$ cat src/rtl/draw_pkg.sv
// rtl/draw_pkg.sv - shared types and defaults for the draw address-pair fetch path
package draw_pkg;

  localparam int DEF_ADDR_W     = 14;
  localparam int DEF_DATA_W     = 8;
  localparam int DEF_FIFO_DEPTH = 4;
  localparam int DEF_END_ADDR   = 13568;

  typedef enum logic [1:0] {
    IDLE  = 2'd0,
    RUN   = 2'd1,
    DRAIN = 2'd2,
    DONE  = 2'd3
  } fetch_state_t;

  typedef struct packed {
    logic [DEF_ADDR_W-1:0]   addr;
    logic [2*DEF_DATA_W-1:0] data;
  } pair_t;

endpackage

$ cat src/rtl/draw_pair_fifo.sv
// rtl/draw_pair_fifo.sv - synchronous FIFO of fetched pairs with occupancy count
module draw_pair_fifo
  import draw_pkg::*;
#(
  parameter int  DEPTH  = DEF_FIFO_DEPTH,
  parameter type item_t = pair_t,
  localparam int PTR_W  = $clog2(DEPTH),
  localparam int CNT_W  = PTR_W + 1
) (
  input  logic             clk,
  input  logic             reset,
  input  logic             push,
  input  item_t            push_item,
  input  logic             pop,
  output item_t            head,
  output logic [CNT_W-1:0] count,
  output logic             empty
);

  item_t            mem [DEPTH];
  logic [PTR_W-1:0] wr_ptr;
  logic [PTR_W-1:0] rd_ptr;

  // Storage array; contents are don't-care until the count says they are valid.
  always_ff @(posedge clk) begin
    if (push) begin
      mem[wr_ptr] <= push_item;
    end
  end

  // Pointers wrap naturally because DEPTH is a power of two; push+pop leaves count alone.
  always_ff @(posedge clk) begin
    if (reset) begin
      wr_ptr <= '0;
      rd_ptr <= '0;
      count  <= '0;
    end else begin
      if (push) begin
        wr_ptr <= wr_ptr + PTR_W'(1);
      end
      if (pop) begin
        rd_ptr <= rd_ptr + PTR_W'(1);
      end
      case ({push, pop})
        2'b10:   count <= count + CNT_W'(1);
        2'b01:   count <= count - CNT_W'(1);
        default: count <= count;
      endcase
    end
  end

  assign head  = mem[rd_ptr];
  assign empty = (count == '0);

endmodule

$ cat src/rtl/draw_pair_fetch.sv
// rtl/draw_pair_fetch.sv - fetches (even, odd) ROM word pairs into an output FIFO; DRAW_PAIR_CHECK_EN adds pair_err
module draw_pair_fetch
  import draw_pkg::*;
#(
  parameter int ADDR_W     = DEF_ADDR_W,
  parameter int DATA_W     = DEF_DATA_W,
  parameter int FIFO_DEPTH = DEF_FIFO_DEPTH,
  parameter int END_ADDR   = DEF_END_ADDR
) (
  input  logic                clk,
  input  logic                reset,
  input  logic                start,
  input  logic [ADDR_W-1:0]   addr_a,
  input  logic [ADDR_W-1:0]   addr_b,
  output logic                addr_step,
  output logic [ADDR_W-1:0]   rom_addr_a,
  output logic [ADDR_W-1:0]   rom_addr_b,
  output logic                rom_rd,
  input  logic [DATA_W-1:0]   rom_q_a,
  input  logic [DATA_W-1:0]   rom_q_b,
  output logic                out_valid,
  input  logic                out_ready,
  output logic [2*DATA_W-1:0] out_data,
  output logic [ADDR_W-1:0]   out_addr,
  output logic                busy,
  output logic                done
`ifdef DRAW_PAIR_CHECK_EN
  ,
  output logic                pair_err
`endif
);

  localparam int CNT_W = $clog2(FIFO_DEPTH) + 1;

  typedef struct packed {
    logic [ADDR_W-1:0]   addr;
    logic [2*DATA_W-1:0] data;
  } entry_t;

  fetch_state_t      state;
  logic              inflight;
  logic [ADDR_W-1:0] cap_addr;
  logic [CNT_W-1:0]  fifo_count;
  logic              fifo_empty;
  entry_t            fifo_head;
  entry_t            push_item;
  logic [CNT_W:0]    credit_used;
  logic              addr_in_range;
  logic              issue;
  logic              pop;
  logic              start_ok;

  // A read is only issued when the FIFO is guaranteed to have room for its data,
  // counting the read already travelling through the ROM.
  assign credit_used   = {1'b0, fifo_count} + (CNT_W+1)'(inflight);
  assign addr_in_range = (addr_a < ADDR_W'(END_ADDR));
  assign issue         = (state == RUN) && addr_in_range &&
                         (credit_used < (CNT_W+1)'(FIFO_DEPTH));
  assign start_ok      = start && ((state == IDLE) || (state == DONE));

  assign rom_rd     = issue;
  assign addr_step  = issue;
  assign rom_addr_a = issue ? addr_a : '0;
  assign rom_addr_b = issue ? addr_b : '0;

  // Frame sequencing: run until the last pair is issued (or the counter is already
  // past the end), then wait for the pipeline and FIFO to empty before pulsing done.
  always_ff @(posedge clk) begin
    if (reset) begin
      state <= IDLE;
      done  <= 1'b0;
    end else begin
      done <= 1'b0;
      case (state)
        IDLE, DONE: begin
          if (start_ok) begin
            state <= RUN;
          end
        end
        RUN: begin
          if (!addr_in_range) begin
            state <= DRAIN;
          end else if (issue && (addr_a == ADDR_W'(END_ADDR - 2))) begin
            state <= DRAIN;
          end
        end
        DRAIN: begin
          if (!inflight && fifo_empty) begin
            state <= DONE;
            done  <= 1'b1;
          end
        end
        default: state <= IDLE;
      endcase
    end
  end

  // ROM read pipeline: remember the even address so it can travel with the returned data.
  always_ff @(posedge clk) begin
    if (reset) begin
      inflight <= 1'b0;
      cap_addr <= '0;
    end else begin
      inflight <= issue;
      if (issue) begin
        cap_addr <= addr_a;
      end
    end
  end

  assign push_item = '{addr: cap_addr, data: {rom_q_b, rom_q_a}};
  assign pop       = out_valid && out_ready;

  draw_pair_fifo #(
    .DEPTH  (FIFO_DEPTH),
    .item_t (entry_t)
  ) u_fifo (
    .clk       (clk),
    .reset     (reset),
    .push      (inflight),
    .push_item (push_item),
    .pop       (pop),
    .head      (fifo_head),
    .count     (fifo_count),
    .empty     (fifo_empty)
  );

  assign out_valid = !fifo_empty;
  assign out_data  = fifo_empty ? '0 : fifo_head.data;
  assign out_addr  = fifo_empty ? '0 : fifo_head.addr;
  assign busy      = (state == RUN) || (state == DRAIN);

`ifdef DRAW_PAIR_CHECK_EN
  // Sticky malformed-pair flag; cleared by reset or an accepted start.
  always_ff @(posedge clk) begin
    if (reset) begin
      pair_err <= 1'b0;
    end else if (start_ok) begin
      pair_err <= 1'b0;
    end else if (issue && (addr_a[0] || (addr_b != addr_a + ADDR_W'(1)))) begin
      pair_err <= 1'b1;
    end
  end
`endif

endmodule

$ cat config.mk
export PLATFORM = sky130hd
export DESIGN_NAME = draw_pair_fetch
export DESIGN_NICKNAME = d
export VERILOG_FILES = /design/src/rtl/draw_pkg.sv /design/src/rtl/draw_pair_fifo.sv /design/src/rtl/draw_pair_fetch.sv
export SDC_FILE = /design/constraint.sdc
export NUM_CORES = 1
export LEC_CHECK = 0
export CORE_UTILIZATION = 40
export CTS_BUF_LIST = sky130_fd_sc_hd__clkbuf_4 sky130_fd_sc_hd__clkbuf_8 sky130_fd_sc_hd__clkbuf_16
export DETAILED_ROUTE_END_ITERATION = 16
export DONT_BUFFER_PORTS = 1
export SLEW_MARGIN = 20
export SYNTH_ARGS = -nofsm -noshare
export SYNTH_HDL_FRONTEND = slang
export SYNTH_SLANG_ARGS = --single-unit
$ cat constraint.sdc
create_clock -name clk -period 3.4 [get_ports clk]
set_clock_uncertainty 0.05 [all_clocks]
set_input_delay 1.02 -clock clk [delete_from_list [all_inputs] [get_ports clk]]
set_output_delay 1.02 -clock clk [all_outputs]
set_load 0.02 [all_outputs]
==> flow_summary.yaml, run 1 <==
outcome:
  outcome: "finished clean"
power_and_ir_drop:
  p_int_w: 0.003715
  power_frac_clock: 0.343
  p_switching_w: 0.001620
  powerDensity_nw_per_um2: 796.6
  pwr-share-comb: 0.238
  seqPwrFrac: 0.419
  finalPower_w: 0.005336
  vdd_drop_max_mv: 0.4928
  leakage_nw: 2.374
  switching_share: 0.3036
logic_synthesis:
  synth_edf_count: 120
  syn_area_per_cell_um2: 16.14
  yosys.area.top_type: "edfxtp_1"
  syn_inst: 363
  syn_nets: 420
  synth_top_area_frac: 0.6149
  synth.most_common_cell: "edfxtp_1"
  yosysSeqAreaShare: 0.7071
  synth_async_sr_flop_share: 0
  synth_seq_cells: 147
  synth.top_cells.by_count: "edfxtp_1, and2_1, nand2_1"
  yosysWarningCount: 0
  synth_area_um2: 5861
  ys.flop_type: "edfxtp_1"
  yosys.cell_types.count: 33
  netlist_top_cells_area: "edfxtp_1, mux4_2, dfxtp_1, and2_1, nand2_1"
cts:
  cts_sinks: 147
  numCtsBuffers: 17
  clk_latency_ps: 420
  path_clk_slew_ps: 50
  clock_path_buffers: 2
  clock-root-buffer: "clkbuf_16"
  post-cts-setup-buffers: 0
  htree_levels: 4
  cts_tree: "built"
  cts_hold_buf: 0
  cts_resized: 0
run:
  cap_violations: 0
routing:
  wl_per_cell_um: 19.48
  drt_pass1_iterations: 4
  drc: 0
  ant_nets: 0
  vias: 2994
  vias_per_cell: 5.262
  wirelength_um: 11090
  drt_iter0_drc: 219
global_route:
  grt_pass1_vias: 3073
  grt-ovfl-total: 0
  grt_start_max_net_pins: 34
  grt_pass1_wl_um: 16890
  antenna_found_initial: 0
  track_usage: 0.1590
sta:
  tightest_slew_ps: 604.8
  tns_ps: 0
  grt_setup_unrepaired: "false"
  final-hold-violation-count: 0
  relSlewSlack: 0.5968
  period_minus_slack_ps: 3168
  drv_slew: 0
  fmax_mhz: 315.6
  setup_viol_count_final: 0
  period_share: 0.9319
floorplanning:
  initial_utilization: 0.4158
  row_count: 43
  coreArea_um2: 14100
  die_h_um: 123.0
  ios: 111
  die-width_um: 123.0
  dieArea_um2: 15140
place:
  gp_congestion: 0.8025
  dpl.hpwl_um: 6817
  port_buffers: 0
worst_setup_path:
  path_max_fanout: 15
  critPathArrivalTime_ps: 2100
  end_kind: "primary output"
  cp.required_ps: 2330
  start_kind: "primary input"
  worstSetupPathType: "primary input to primary output"
cells_and_area:
  n_antenna_cell: 0
  syn_to_final_growth_pct: 14.28
  drive_above_1_share: 0.1877
  fin_nets: 433
min_path:
  min_path_type: "flop to flop"
## flip-flops by register name, indices dropped and copies added, names as in the netlist, named ones only
name	count
u_fifo.rd_ptr	2
done	1
u_fifo.count	3
state	2
u_fifo.wr_ptr	2
inflight	1
u_fifo.mem	120
cap_addr	14
## power by group through the flow
stage               clock, W  sequential (W)  combinational (W)
floorplan                  0         0.00223            0.00106
global placement           0         0.00227            0.00128
detailed placement         0         0.00228            0.00129
CTS                  0.00187         0.00224            0.00130
global route         0.00194         0.00226            0.00140
finish               0.00183         0.00224            0.00127
## metal layers
| layer | vias up | global-route usage | part of all wire |
|---|---|---|---|
| met3 | 19 | 0.05950 | 0.073 |
| met1 | 1482 | 0.1852 | 0.43 |
| met4 | 0 | 0.06401 | 0.015 |
| met2 | 120 | 0.2654 | 0.49 |
| li1 | 1373 | - | - |
| met5 | - | 0 | 0 |
## worst paths after layout
| kind | slack (ps) | end | cells after the start | startpoint |
|---|---|---|---|---|
| setup / recovery | 230 | rom_addr_a[5] | 7 | addr_a[8] |
| hold / removal | 440 | cap_addr[5]$_SDFFE_PP0N_ | 2 | cap_addr[5]$_SDFFE_PP0N_ |
| setup reg to reg | 930 | u_fifo.count[2]$_SDFFE_PP0P_ | 9 | u_fifo.count[0]$_SDFFE_PP0P_ |
| hold reg to reg | 440 | cap_addr[5]$_SDFFE_PP0N_ | 2 | cap_addr[5]$_SDFFE_PP0N_ |
## critical path: stages
cell and delay, ps:
o2111a_1 250, nor3_2 190, nand2_1 90, inv_1 50, buf_4 190, nand2_1 120, inv_1 170
## metrics by stage
stage / instance area [um2] / setup WS, ps / instances / utilization / hold slack, ps
after floorplan: 5866 / 58.97 / 363 / - / 410.0
after global routing: 6698 / 171.0 / 569 / 0.4751 / 465.8
final: 6698 / 231.6 / 569 / 0.4751 / 441.0
after detailed placement: 6116 / 233.1 / 537 / 0.4339 / 435.3
after CTS: 6698 / 231.8 / 569 / 0.4751 / 443.1
after global placement: 6116 / 275.5 / 537 / 0.4339 / 427.4
## logic make-up (layout without fill, tap and decap cells)
family / count (synthesis) / in the layout / synth area share
xor+xnor: 5 / 5 / 0.007474
simple gates: 102 / 102 / 0.09202
fa+ha+maj: 9 / 9 / 0.02050
buf+inv: 44 / 70 / 0.03010
mux: 31 / 31 / 0.1170
flops: 147 / 147 / 0.7071
compound gates: 25 / 25 / 0.02583
## cell usage in the layout, fill, tap and decap left out, drive strengths merged, types with 2 or more instances in the layout
master,n
a21oi,17
and2,35
and3,15
buf,12
bufinv,3
clkbuf,19
clkinv,9
dfxtp,27
edfxtp,120
ha,8
inv,26
mux4,30
nand2,33
nor2,10
o21ai,2
or3,2
xnor2,2
xor2,3
## area by class of cell
cell class	count	area, um2
fillers	1217	7398
inverters	26	97.59
repair buffers	12	102.6
flip-flops and latches	147	4145
clock buffers	19	440.4
clock inverters	13	141.4
well taps	180	225.2
multi-input cells	172	1545
No activity file was read; power rests on OpenSTA's default activity.
==> run 2, diff against run 1 <==
CORE_UTILIZATION = 44   (was 40)
CTS_CLUSTER_SIZE = 20   (was default)
==> flow_summary.yaml, run 2 (synthesis gave the netlist of run 1 again) <==
sta:
  final-hold-violation-count: 0
  fmax_mhz: 315.0
  drv_slew: 0
  tns_ps: 0
  setup_viol_count_final: 0
  grt_setup_unrepaired: "false"
  period_share: 0.9336
  tightest_slew_ps: 833.6
  relSlewSlack: 0.4442
  period_minus_slack_ps: 3174
routing:
  wl_per_cell_um: 18.89
  drt_iter0_drc: 175
  wirelength_um: 10620
  drc: 0
  ant_nets: 0
  vias: 2990
  vias_per_cell: 5.320
  drt_pass1_iterations: 4
cells_and_area:
  finalInstanceArea_um2: 6750
  top_regs: "u_fifo.mem: 120 flops, cap_addr: 14 flops, u_fifo.count: 3 flops"
  mostFrequentLayoutCells: "edfxtp_1, and2_1, nand2_1"
  syn_to_final_growth_pct: 15.18
  largest_register_ffs: 120
  final_common_cell: "edfxtp_1"
  final_util: 0.5263
  fin_nets: 433
  top_register: "u_fifo.mem"
  drive_above_1_share: 0.2005
worst_setup_path:
  r2r_start: "u_fifo.count[0]$_SDFFE_PP0P_"
  cp.required_ps: 2330
  start_kind: "primary input"
  critPathArrivalTime_ps: 2100
  end_kind: "primary output"
  regToRegEndpoint: "u_fifo.count[2]$_SDFFE_PP0P_"
  ff2ff_path_depth: 8
  endpoint: "rom_addr_a[8]"
  path_max_fanout: 16
  worstSetupStartpoint: "addr_a[8]"
  rrSetupSlack_ps: 1300
  worstSetupPathType: "primary input to primary output"
floorplanning:
  ios: 111
  die_h_um: 117.4
  row_count: 41
  initial_utilization: 0.4570
  die-width_um: 117.4
  coreArea_um2: 12820
  dieArea_um2: 13790
global_route:
  grt_start_max_net_pins: 33
  track_usage: 0.1640
  antenna_found_initial: 1
  grt-ovfl-total: 0
  grt_pass1_wl_um: 16460
  grt_pass1_vias: 3086
power_and_ir_drop:
  vdd_drop_max_mv: 0.3568
  leakage_nw: 2.392
  finalPower_w: 0.005343
  powerDensity_nw_per_um2: 791.5
cts:
  numCtsBuffers: 17
  clk_latency_ps: 410
  cts_tree: "built"
  path_clk_slew_ps: 50
  clock_path_buffers: 2
  post-cts-setup-buffers: 0
  cts_resized: 0
  htree_levels: 4
  cts_sinks: 147
  clock-root-buffer: "clkbuf_16"
  cts_hold_buf: 0
run:
  cap_violations: 0
outcome:
  outcome: "finished clean"
place:
  dpl_cell_area_um2: 6143
  dpl.hpwl_um: 6725
  gp_congestion: 0.8706
  port_buffers: 0
min_path:
  whs_path_depth: 2
  min_from: "cap_addr[7]$_SDFFE_PP0N_"
  min_path_type: "flop to flop"
==> run 2: area by class of cell <==
type	count	area [um2]
fill	1065	6075
sequential	147	4145
multi-input combinational	172	1545
clock buffer	27	525.5
tap	172	215.2
timing repair buffer	12	140.1
inverter	26	101.3
clock inverter	5	75.07
antenna	1	2.502
==> run 2: report_power, final <==
| part | total (W) | switching (W) | internal [W] |
|---|---|---|---|
| sequential | 0.00226 | 0.000124 | 0.00213 |
| clock | 0.00184 | 0.000640 | 0.00120 |
| combinational | 0.00124 | 0.000811 | 0.000432 |
| total | 0.00534 | 0.00158 | 0.00377 |
==> run 2: worst min-delay path by stage <==
stage / end / slack (ps)
6_report: cap_addr[7]$_SDFFE_PP0N_ / 440
5_1_grt: cap_addr[7]$_SDFFE_PP0N_ / 470
4_1_cts: cap_addr[7]$_SDFFE_PP0N_ / 450
3_5_place_dp: cap_addr[7]$_SDFFE_PP0N_ / 440
3_3_place_gp: u_fifo.mem[2][23]$_DFFE_PP_ / 430
2_1_floorplan: u_fifo.mem[0][16]$_DFFE_PP_ / 410
==> run 2: metal layers <==
metal / vias to the layer above / GRT usage / part of all wire
li1: 1377 / - / -
met1: 1480 / 0.1907 / 0.42
met2: 118 / 0.2729 / 0.50
met3: 15 / 0.05399 / 0.062
met4: 0 / 0.07955 / 0.018
met5: - / 0 / 0
==> run 2: worst max-delay path: stages <==
cell and delay, ps:
o2111a_1 250, nor3_2 190, nand2_1 120, clkinvlp_4 220, nand2_1 130, inv_1 170
==> run 2: stage by stage <==
step / std cells / setup slack [ps] / hold slack [ps]
after floorplan: 363 / 58.97 / 410.0
after global placement: 529 / 136.3 / 434.9
after detailed placement: 529 / 101.5 / 441.5
after CTS: 561 / 88.55 / 449.1
after global routing: 562 / 125.4 / 471.6
final: 562 / 225.7 / 443.5
